==> src/rtl/ascon_serial_io.sv <==
// Purpose : bit-serial loader/unloader around the ASCON AEAD core (load -> run -> gap -> unload).
// Latency : start pulse 1 cycle after accepted start edge; first output bit GAP cycles after ready_so rises.
// Backpr. : none; load_en is honoured only in IDLE/LOAD, start only once a full MAX_W-bit frame is loaded.
//
// Ports: clk/rst_n (async active-low); key_si/nonce_si/ad_si/data_si serial fields (MSB first, shifted
// on load_en); start_i level (rising edge = request); decrypt_i mode; core_* parallel fields, start pulse
// and result inputs; data_so/tag_so serial results (LSB first); ready_so, busy_o, auth_fail_o status.
// Optional feature: define ASCON_SIO_TAGCHK_EN to suppress decrypted text and flag auth_fail_o when the
// core reports a tag mismatch.
module ascon_serial_io #(
    parameter int KEY_W   = 128,
    parameter int NONCE_W = 128,
    parameter int AD_W    = 40,
    parameter int DATA_W  = 104,
    parameter int TAG_W   = 128,
    parameter int GAP     = 4
) (
    input  logic              clk,
    input  logic              rst_n,
    input  logic              key_si,
    input  logic              nonce_si,
    input  logic              ad_si,
    input  logic              data_si,
    input  logic              load_en,
    input  logic              start_i,
    input  logic              decrypt_i,
    output logic [KEY_W-1:0]   core_key_o,
    output logic [NONCE_W-1:0] core_nonce_o,
    output logic [AD_W-1:0]    core_ad_o,
    output logic [DATA_W-1:0]  core_data_o,
    output logic              core_start_o,
    output logic              core_decrypt_o,
    input  logic              core_done_i,
    input  logic [DATA_W-1:0]  core_data_i,
    input  logic [TAG_W-1:0]   core_tag_i,
    input  logic              core_tag_ok_i,
    output logic              data_so,
    output logic              tag_so,
    output logic              ready_so,
    output logic              busy_o,
    output logic              auth_fail_o
);

    function automatic int max2(input int a, input int b);
        return (a > b) ? a : b;
    endfunction

    localparam int MAX_W = max2(max2(max2(KEY_W, NONCE_W), max2(AD_W, DATA_W)), TAG_W);
    localparam int CW    = $clog2(MAX_W + 1);

    localparam logic [CW-1:0] MAX_L   = CW'(MAX_W);
    localparam logic [CW-1:0] KEY_L   = CW'(KEY_W);
    localparam logic [CW-1:0] NONCE_L = CW'(NONCE_W);
    localparam logic [CW-1:0] AD_L    = CW'(AD_W);
    localparam logic [CW-1:0] DATA_L  = CW'(DATA_W);
    localparam logic [3:0]    GAP_L   = 4'(GAP - 1);

    typedef enum logic [2:0] {S_IDLE, S_LOAD, S_RUN, S_GAP_WAIT, S_UNLOAD} state_t;

    state_t              state;
    logic [CW-1:0]       cnt;      // bits loaded in LOAD, bits emitted in UNLOAD
    logic [3:0]          gap_cnt;
    logic                start_q;
    logic                start_pulse_q;
    logic                decrypt_q;
    logic                ready_q;
    logic                dso_q;
    logic                tso_q;
    logic                fail_q;
    logic [KEY_W-1:0]    key_q;
    logic [NONCE_W-1:0]  nonce_q;
    logic [AD_W-1:0]     ad_q;
    logic [DATA_W-1:0]   data_q;
    logic [MAX_W-1:0]    txt_sr;   // zero-extended so bits past the field width unload as 0
    logic [MAX_W-1:0]    tag_sr;

    logic start_edge;
    logic full;
    logic shift_en;
    logic tag_bad;

    assign start_edge = start_i & ~start_q;
    assign full       = (cnt == MAX_L);
    // cnt is 0 in IDLE, so every field takes the first bit there
    assign shift_en   = load_en && ((state == S_IDLE) || ((state == S_LOAD) && !full));

`ifdef ASCON_SIO_TAGCHK_EN
    assign tag_bad = decrypt_q & ~core_tag_ok_i;
`else
    logic unused_tag_ok;
    assign unused_tag_ok = core_tag_ok_i;
    assign tag_bad       = 1'b0;
`endif

    // Each field only takes the first <width> bits of the frame, then holds.
    always_ff @(posedge clk or negedge rst_n) begin
        if (!rst_n) begin
            key_q   <= '0;
            nonce_q <= '0;
            ad_q    <= '0;
            data_q  <= '0;
        end else if (shift_en) begin
            if (cnt < KEY_L)   key_q   <= {key_q[KEY_W-2:0], key_si};
            if (cnt < NONCE_L) nonce_q <= {nonce_q[NONCE_W-2:0], nonce_si};
            if (cnt < AD_L)    ad_q    <= {ad_q[AD_W-2:0], ad_si};
            if (cnt < DATA_L)  data_q  <= {data_q[DATA_W-2:0], data_si};
        end
    end

    always_ff @(posedge clk or negedge rst_n) begin
        if (!rst_n) begin
            state         <= S_IDLE;
            cnt           <= '0;
            gap_cnt       <= '0;
            start_q       <= 1'b0;
            start_pulse_q <= 1'b0;
            decrypt_q     <= 1'b0;
            ready_q       <= 1'b0;
            dso_q         <= 1'b0;
            tso_q         <= 1'b0;
            fail_q        <= 1'b0;
            txt_sr        <= '0;
            tag_sr        <= '0;
        end else begin
            // edge detector always follows start_i so a held level cannot retrigger later
            start_q       <= start_i;
            start_pulse_q <= 1'b0;
            case (state)
                S_IDLE: begin
                    if (load_en) begin
                        cnt   <= CW'(1);
                        state <= S_LOAD;
                    end
                end
                S_LOAD: begin
                    // a load cycle always beats a coincident start edge
                    if (load_en) begin
                        if (!full) cnt <= cnt + CW'(1);
                    end else if (full && start_edge) begin
                        decrypt_q     <= decrypt_i;
                        start_pulse_q <= 1'b1;
                        state         <= S_RUN;
                    end
                end
                S_RUN: begin
                    if (core_done_i) begin
                        txt_sr  <= tag_bad ? '0 : MAX_W'(core_data_i);
                        tag_sr  <= MAX_W'(core_tag_i);
                        fail_q  <= tag_bad;
                        ready_q <= 1'b1;
                        gap_cnt <= '0;
                        state   <= S_GAP_WAIT;
                    end
                end
                S_GAP_WAIT: begin
                    // registering bit 0 on the GAP-th edge makes it visible GAP cycles after ready_so
                    if (gap_cnt == GAP_L) begin
                        dso_q  <= txt_sr[0];
                        tso_q  <= tag_sr[0];
                        txt_sr <= txt_sr >> 1;
                        tag_sr <= tag_sr >> 1;
                        cnt    <= CW'(1);
                        state  <= S_UNLOAD;
                    end else begin
                        gap_cnt <= gap_cnt + 4'd1;
                    end
                end
                S_UNLOAD: begin
                    if (cnt == MAX_L) begin
                        cnt     <= '0;
                        ready_q <= 1'b0;
                        dso_q   <= 1'b0;
                        tso_q   <= 1'b0;
                        fail_q  <= 1'b0;
                        state   <= S_IDLE;
                    end else begin
                        dso_q  <= txt_sr[0];
                        tso_q  <= tag_sr[0];
                        txt_sr <= txt_sr >> 1;
                        tag_sr <= tag_sr >> 1;
                        cnt    <= cnt + CW'(1);
                    end
                end
                default: state <= S_IDLE;
            endcase
        end
    end

    assign core_key_o     = key_q;
    assign core_nonce_o   = nonce_q;
    assign core_ad_o      = ad_q;
    assign core_data_o    = data_q;
    assign core_start_o   = start_pulse_q;
    assign core_decrypt_o = decrypt_q;
    assign data_so        = dso_q;
    assign tag_so         = tso_q;
    assign ready_so       = ready_q;
    assign busy_o         = (state != S_IDLE);
    assign auth_fail_o    = fail_q;

endmodule

==> config.mk <==
export PLATFORM = sky130hd
export DESIGN_NAME = ascon_serial_io
export DESIGN_NICKNAME = d
export VERILOG_FILES = /design/src/rtl/ascon_serial_io.sv
export SDC_FILE = /design/constraint.sdc
export NUM_CORES = 1
export LEC_CHECK = 0
export ABC_AREA = 1
export BUFFER_PORTS_ARGS = -buffer_cell sky130_fd_sc_hd__buf_4
export CAP_MARGIN = 20
export CORE_AREA = 2 2 250 252
export CTS_CLUSTER_DIAMETER = 40
export DETAILED_ROUTE_END_ITERATION = 7
export DIE_AREA = 0 0 252 254
export PLACE_DENSITY = 0.66
export SYNTH_ARGS = -nofsm -noshare
export SYNTH_HDL_FRONTEND = slang
export SYNTH_SLANG_ARGS = --single-unit
==> constraint.sdc <==
create_clock -name clk -period 4.5 [get_ports clk]
set_input_delay 0.225 -clock clk [delete_from_list [all_inputs] [get_ports clk]]
set_output_delay 0.225 -clock clk [all_outputs]
set_load 0.1 [all_outputs]
======== Word level (Yosys, flattened, before mapping) ========
Cells that the tools add are included.
W data, S select, Z words.
word-level totals
  output and inout port bits .............. 407
  flip-flop bits (word level) ............. 678
  word-level logic and storage cells ...... 100
operators by class
  reductions and logical operators ........ 22
  eq/ne operators ......................... 16
  muxes and demuxes ....................... 38
  $add $sub $neg .......................... 2
  bitwise logic cells ..................... 3
  magnitude comparators ................... 3
operators with widths
  kind                   number
  $mux W128              6
  $pmux W128 S3          2
  $mux W8                5
  $pmux W8 S4            1
  $mux W3                6
  $ne A2 B2 Y1 const B   9
  $pmux W3 S5            1
  $mux W1                10
  $reduce_and A3 Y1      3
  $add A8 B1 Y8 const B  1
  $eq A8 B8 Y1 const B   1
  $lt A8 B6 Y1 const B   1
  $lt A8 B7 Y1 const B   1
  $lt A8 B8 Y1 const B   1
  $mux W4                2
  $pmux W1 S2            4
  $pmux W4 S2            1
  $reduce_and A2 Y1      4
  $eq A3 B2 Y1 const B   2
  $reduce_and A6 Y1      1
  $reduce_bool A2 Y1     3
  $reduce_bool A3 Y1     2
  $reduce_and A5 Y1      1
  $add A4 B1 Y4 const B  1
  12 further kinds       15

======== Depth between registers and ports, before layout ========
  depth after elaboration ................. 6
  mapped depth ............................ 13
  mapped depth without buffers ............ 11

======== Worst setup path before layout ========
OpenSTA, ideal clock, no wires.
  path type ............................... register to register
  start ................................... register state[0]
  end ..................................... register data_q[100], in the netlist core_data_o[100]
  cell stages (with the launch flop) ...... 9
  clock period less this slack ............ 2300 ps
  slack ................................... 2200 ps
  data required time ...................... 4378 ps
  setup time .............................. 122 ps
  data arrival time ....................... 2178 ps
  cells stage by stage .................... dfrtp_1 nor2_2 nand2_1 nand2_1 nand3_1 buf_2 buf_2 nand2_1 nand2_1
on the way
  cells in the longest elaborated chain, start to end .. 5
  elaborated cells between the ends (all ways) .. 6
ends and longest elaborated chain
  item                             RTL line  text
  start: declaration               60        state_t state;
  start signal: assignment         112       state <= S_IDLE;
  start signal: assignment         132       state <= S_LOAD;
  start signal: assignment         142       state <= S_RUN;
  $eq A3 B1 Y1                     85        assign shift_en = load_en && ((state == S_IDLE) || ((state == S_LOAD) && !full));
  $logic_and A1 B1 Y1              85
  $logic_or A1 B1 Y1 (*)           85
  $logic_and A1 B1 Y1 (*)          85
  $reduce_and A2 Y1 (no line) (*)  -
  end signal: assignment           106       if (cnt < DATA_L) data_q <= {data_q[DATA_W-2:0], data_si};
  end: declaration                 73        logic [DATA_W-1:0] data_q;
Mark *: on every way between the ends. The rest lies on a longest branch, timed or not.
A chain may end at the register's enable or synchronous reset.

======== Worst setup path after layout ========
  start ................................... register state[1]
  end ..................................... register txt_sr[61]
on the way
  cells in the longest elaborated chain, start to end .. 3
  elaborated cells between the ends (all ways) .. 9
ends and longest elaborated chain
  item                                                                 RTL line  text
  $eq A3 B2 Y1 / $eq A3 B3 Y1 (equally long branches)                  128       case (state)
  $ne A2 B2 Y1 (no line) / $reduce_bool A3 Y1 (equally long branches)  -
  $reduce_and A4 Y1 (no line)                                          -
  end signal: assignment                                               147       txt_sr <= tag_bad ? '0 : MAX_W'(core_data_i);
  end signal: assignment                                               160       txt_sr <= txt_sr >> 1;
  end signal: assignment                                               179       txt_sr <= txt_sr >> 1;
  end: declaration                                                     74        logic [MAX_W-1:0] txt_sr;
Several ways; a longest one is shown, not always the timed one.

==> key figures <==
Outcome
  – Status: completed

Global routing
  – Largest net degree at the start of global routing: 172
  – All-Layer GR Usage: 26.4%
  – Global-route wire length before repair: 136,000 um
  – Vias in the first global route: 24,194
  – Initial antenna violation count: 14
  – Overflow left after global routing: 0

Synthesis
  – Synthesized flop and latch total: 653
  – Yosys warning total: 0
  – Mapped Nets: 3,441
  – Post-synth EDFFs: 0
  – Post-Syn Area: 28,600 sq um
  – Syn Area/Cell: 8.94 sq um
  – Asr flop ratio synth: 100%
  – Seq/Total Area, Yosys: 57.2%
  – Synthesized instance count: 3,195
  – Predominant post-synthesis flop cell: dfrtp_1
  – Distinct cells, synth: 31

Floorplanning
  – Die Width: 252 um
  – FP Rows: 91
  – Vert. Die Dim: 254 um
  – Core ar.: 61,300 sq um
  – Boundary Pins: 650
  – Die area: 64,000 sq um
  – Starting Density: 46.6%

Clock tree
  – Hold_buf cts: 243
  – Reg clk slew, reported paths: 0.05 ns
  – Setup Fix Bufs, Post-CTS: 0
  – Clock Path Buffers: 3
  – Number of buffers created by CTS: 108
  – CTS H-tree depth: 3
  – Clock root cell: clkbuf_16
  – TritonCTS clock tree: done
  – Post-CTS Resized: 0
  – Clk Latency, worst-skew pair: 0.65 ns
  – Clk sinks: 653

Flow run
  – Max-cap violation count: 0

Route
  – Drt total wl: 87,800 um
  – DRC viols: 0
  – DR iter-0 viols: 2,320
  – DRT antenna net count: 0
  – DR vias/cell: 5.25
  – Via count: 25,586
  – Routed len/inst: 18.0 um
  – Drt pass-1 iters: 6

Placed design
  – Dpl cells: 4,413
  – DP HPWL: 55,000 um
  – Placed Area: 33,700 sq um
  – GP Congestion: 0.824
  – I/O Buffers: 647
  – Pre-CTS setup slack: 1.40 ns

Critical path
  – CP Launch Type: flip-flop
  – Critical Path RT: 5.04 ns
  – Setup crit end kind: flip-flop
  – Worst setup path category: flip-flop to flip-flop
  – WP buf/inv: 2
  – Crit-path max FO: 106
  – CP Cell Sequence: nor2_2 > nand2_2 > nand2_8 > inv_6 > nand2_1 > nand3_4 > buf_4 > o21ai_0
  – CP max-delay cell: nand2_8
  – Crit path arrival time: 3.60 ns
  – Largest stage delay, worst path: 0.52 ns
  – Cell family with most CP delay: simple AND/OR/NAND/NOR gates

STA
  – WHS: 0.229 ns
  – Period utilization: 68.1%
  – Post-layout worst setup margin: 1.43 ns
  – Final Hold Vio Count: 0
  – Fmax achieved: 326 MHz
  – Fin crit period: 3.07 ns
  – Slew HR: 27.5%
  – Final setup TNS: 0 ns
  – Worst-Margin Slew: 1.09 ns
  – # setup viols final: 0
  – Slew Limit Fails: 0
  – Fin Clk Skew: 0.0320 ns
  – Unrepaired setup endpoints after global routing: false

Final layout
  – Share of cells above drive strength 1: 24.6%
  – Post-route insts no fill: 4,873
  – Fill cell count: 4,937
  – Design Area, Final: 40,100 sq um
  – Final #Nets: 4,222
  – Area Growth Syn to Fin: 40.3%

Worst hold path
  – Hold Path Class: input port to asynchronous set/reset pin

Pwr
  – PwrDens: 673 nW/um^2
  – Leakage power: 20.9 nW
  – Worst vdd ir: 0.000662 V
==> stage by stage <==
step,power [mW],utilization (%)
global route,28.5,65.4
finish,27.0,65.4
CTS,27.0,65.4
detailed placement,18.0,55.0
global placement,17.9,55.0
floorplan,16.0,-
==> flip-flops by register name (all words and copies together) (netlist names) <==
| name | flops |
|---|---|
| gap_cnt | 4 |
| tag_sr | 128 |
| core_key_o | 128 |
| data_so | 1 |
| txt_sr | 104 |
| cnt | 8 |
| core_nonce_o | 128 |
| core_ad_o | 40 |
| ready_so | 1 |
| core_start_o | 1 |
| start_q | 1 |
| core_decrypt_o | 1 |
| state | 3 |
| core_data_o | 104 |
| tag_so | 1 |
==> cell type report <==
class / count / area, sq um / share of cell area, %
clock inverter: 74 / 1020 / 2.53
sequential: 653 / 16300 / 40.8
inverter: 26 / 103 / 0.256
multi-input combinational: 2265 / 11000 / 27.3
antenna: 16 / 40.0 / 0.0999
clock buffer: 127 / 2900 / 7.22
tap: 790 / 988 / 2.47
timing repair buffer: 922 / 7750 / 19.3
==> cells in the final DEF (no fill, tap or decap), types with 5 or more instances in the layout <==
cell	synthesis	layout
nand2_1	1322	1320
buf_4	1	661
dfrtp_1	653	653
nand3_1	278	276
dlygate4sd3_1	0	243
a21boi_0	230	230
nand4_1	145	145
clkbuf_16	0	109
o21ai_2	100	100
o21ai_0	79	79
o21ai_1	60	60
inv_1	21	21
bufinv_16	0	19
clkinvlp_4	0	17
buf_12	1	17
diode_2	0	16
nor2_1	14	13
nand2_2	13	13
clkinv_2	0	13
inv_6	0	11
clkbuf_8	0	10
clkinv_4	0	9
clkbuf_1	132	8
a21oi_1	6	5
==> metal layers <==
| layer | vias to the layer above | part of all wire [%] | global-route usage [%] |
|---|---|---|---|
| li1 | 12196 | - | - |
| met1 | 12342 | 41 | 34.0 |
| met2 | 833 | 47 | 41.1 |
| met3 | 213 | 6.8 | 6.65 |
| met4 | 2 | 4.9 | 14.2 |
| met5 | - | 0.014 | 0 |
==> final timing paths <==
kind	start	to	slack [ns]	cells past startpoint
worst min register to register	core_data_o[103]	core_data_o[103]	0.47	2
worst max register to register	state[1]	txt_sr[61]	1.43	8
worst max-delay path	state[1]	txt_sr[61]	1.43	8
worst min-delay path	rst_n	core_key_o[111]	0.23	2
max in group asynchronous	rst_n	core_data_o[63]	3.20	3
min in group clk	start_i	start_q	0.29	2
==> where the power goes <==
| part | total (mW) | internal (mW) | switching (mW) |
|---|---|---|---|
| combinational | 10.1 | 2.68 | 7.41 |
| sequential | 8.10 | 7.26 | 0.839 |
| clock | 8.80 | 5.74 | 3.06 |
| total | 27.0 | 15.7 | 11.3 |
==> cells in the mapped netlist (2+ instances only) <==
cell type | instances | share of area [%]
xor2_1 | 4 | 0.12
clkbuf_2 | 10 | 0.18
inv_2 | 5 | 0.066
nand3_1 | 278 | 4.9
a21boi_0 | 230 | 6.0
nand2_1 | 1322 | 17
o21ai_2 | 100 | 3.1
o21ai_1 | 60 | 1.1
o21ai_0 | 79 | 1.4
dfrtp_1 | 653 | 57
nand4_1 | 145 | 3.2
nand2_2 | 13 | 0.28
nor2_2 | 2 | 0.044
inv_1 | 21 | 0.28
clkbuf_1 | 132 | 1.7
o22ai_1 | 2 | 0.044
buf_6 | 10 | 0.39
buf_1 | 10 | 0.13
buf_8 | 9 | 0.47
nor2_1 | 14 | 0.18
buf_2 | 78 | 1.4
nand3_2 | 2 | 0.070
ha_1 | 3 | 0.13
a21oi_1 | 6 | 0.11
==> kinds of logic (layout without fill, tap and decap cells) <==
kind of cell	count (synthesis)	in the layout	share of synthesized area, %
xor+xnor	5	5	0.153
compound gates	478	478	11.7
flops	653	653	57.2
simple gates	1778	1778	26.1
buf+inv	277	1149	4.71
fa+ha+maj	3	3	0.131
other cells	1	17	0.0131
(Power assumes the default switching activity.)
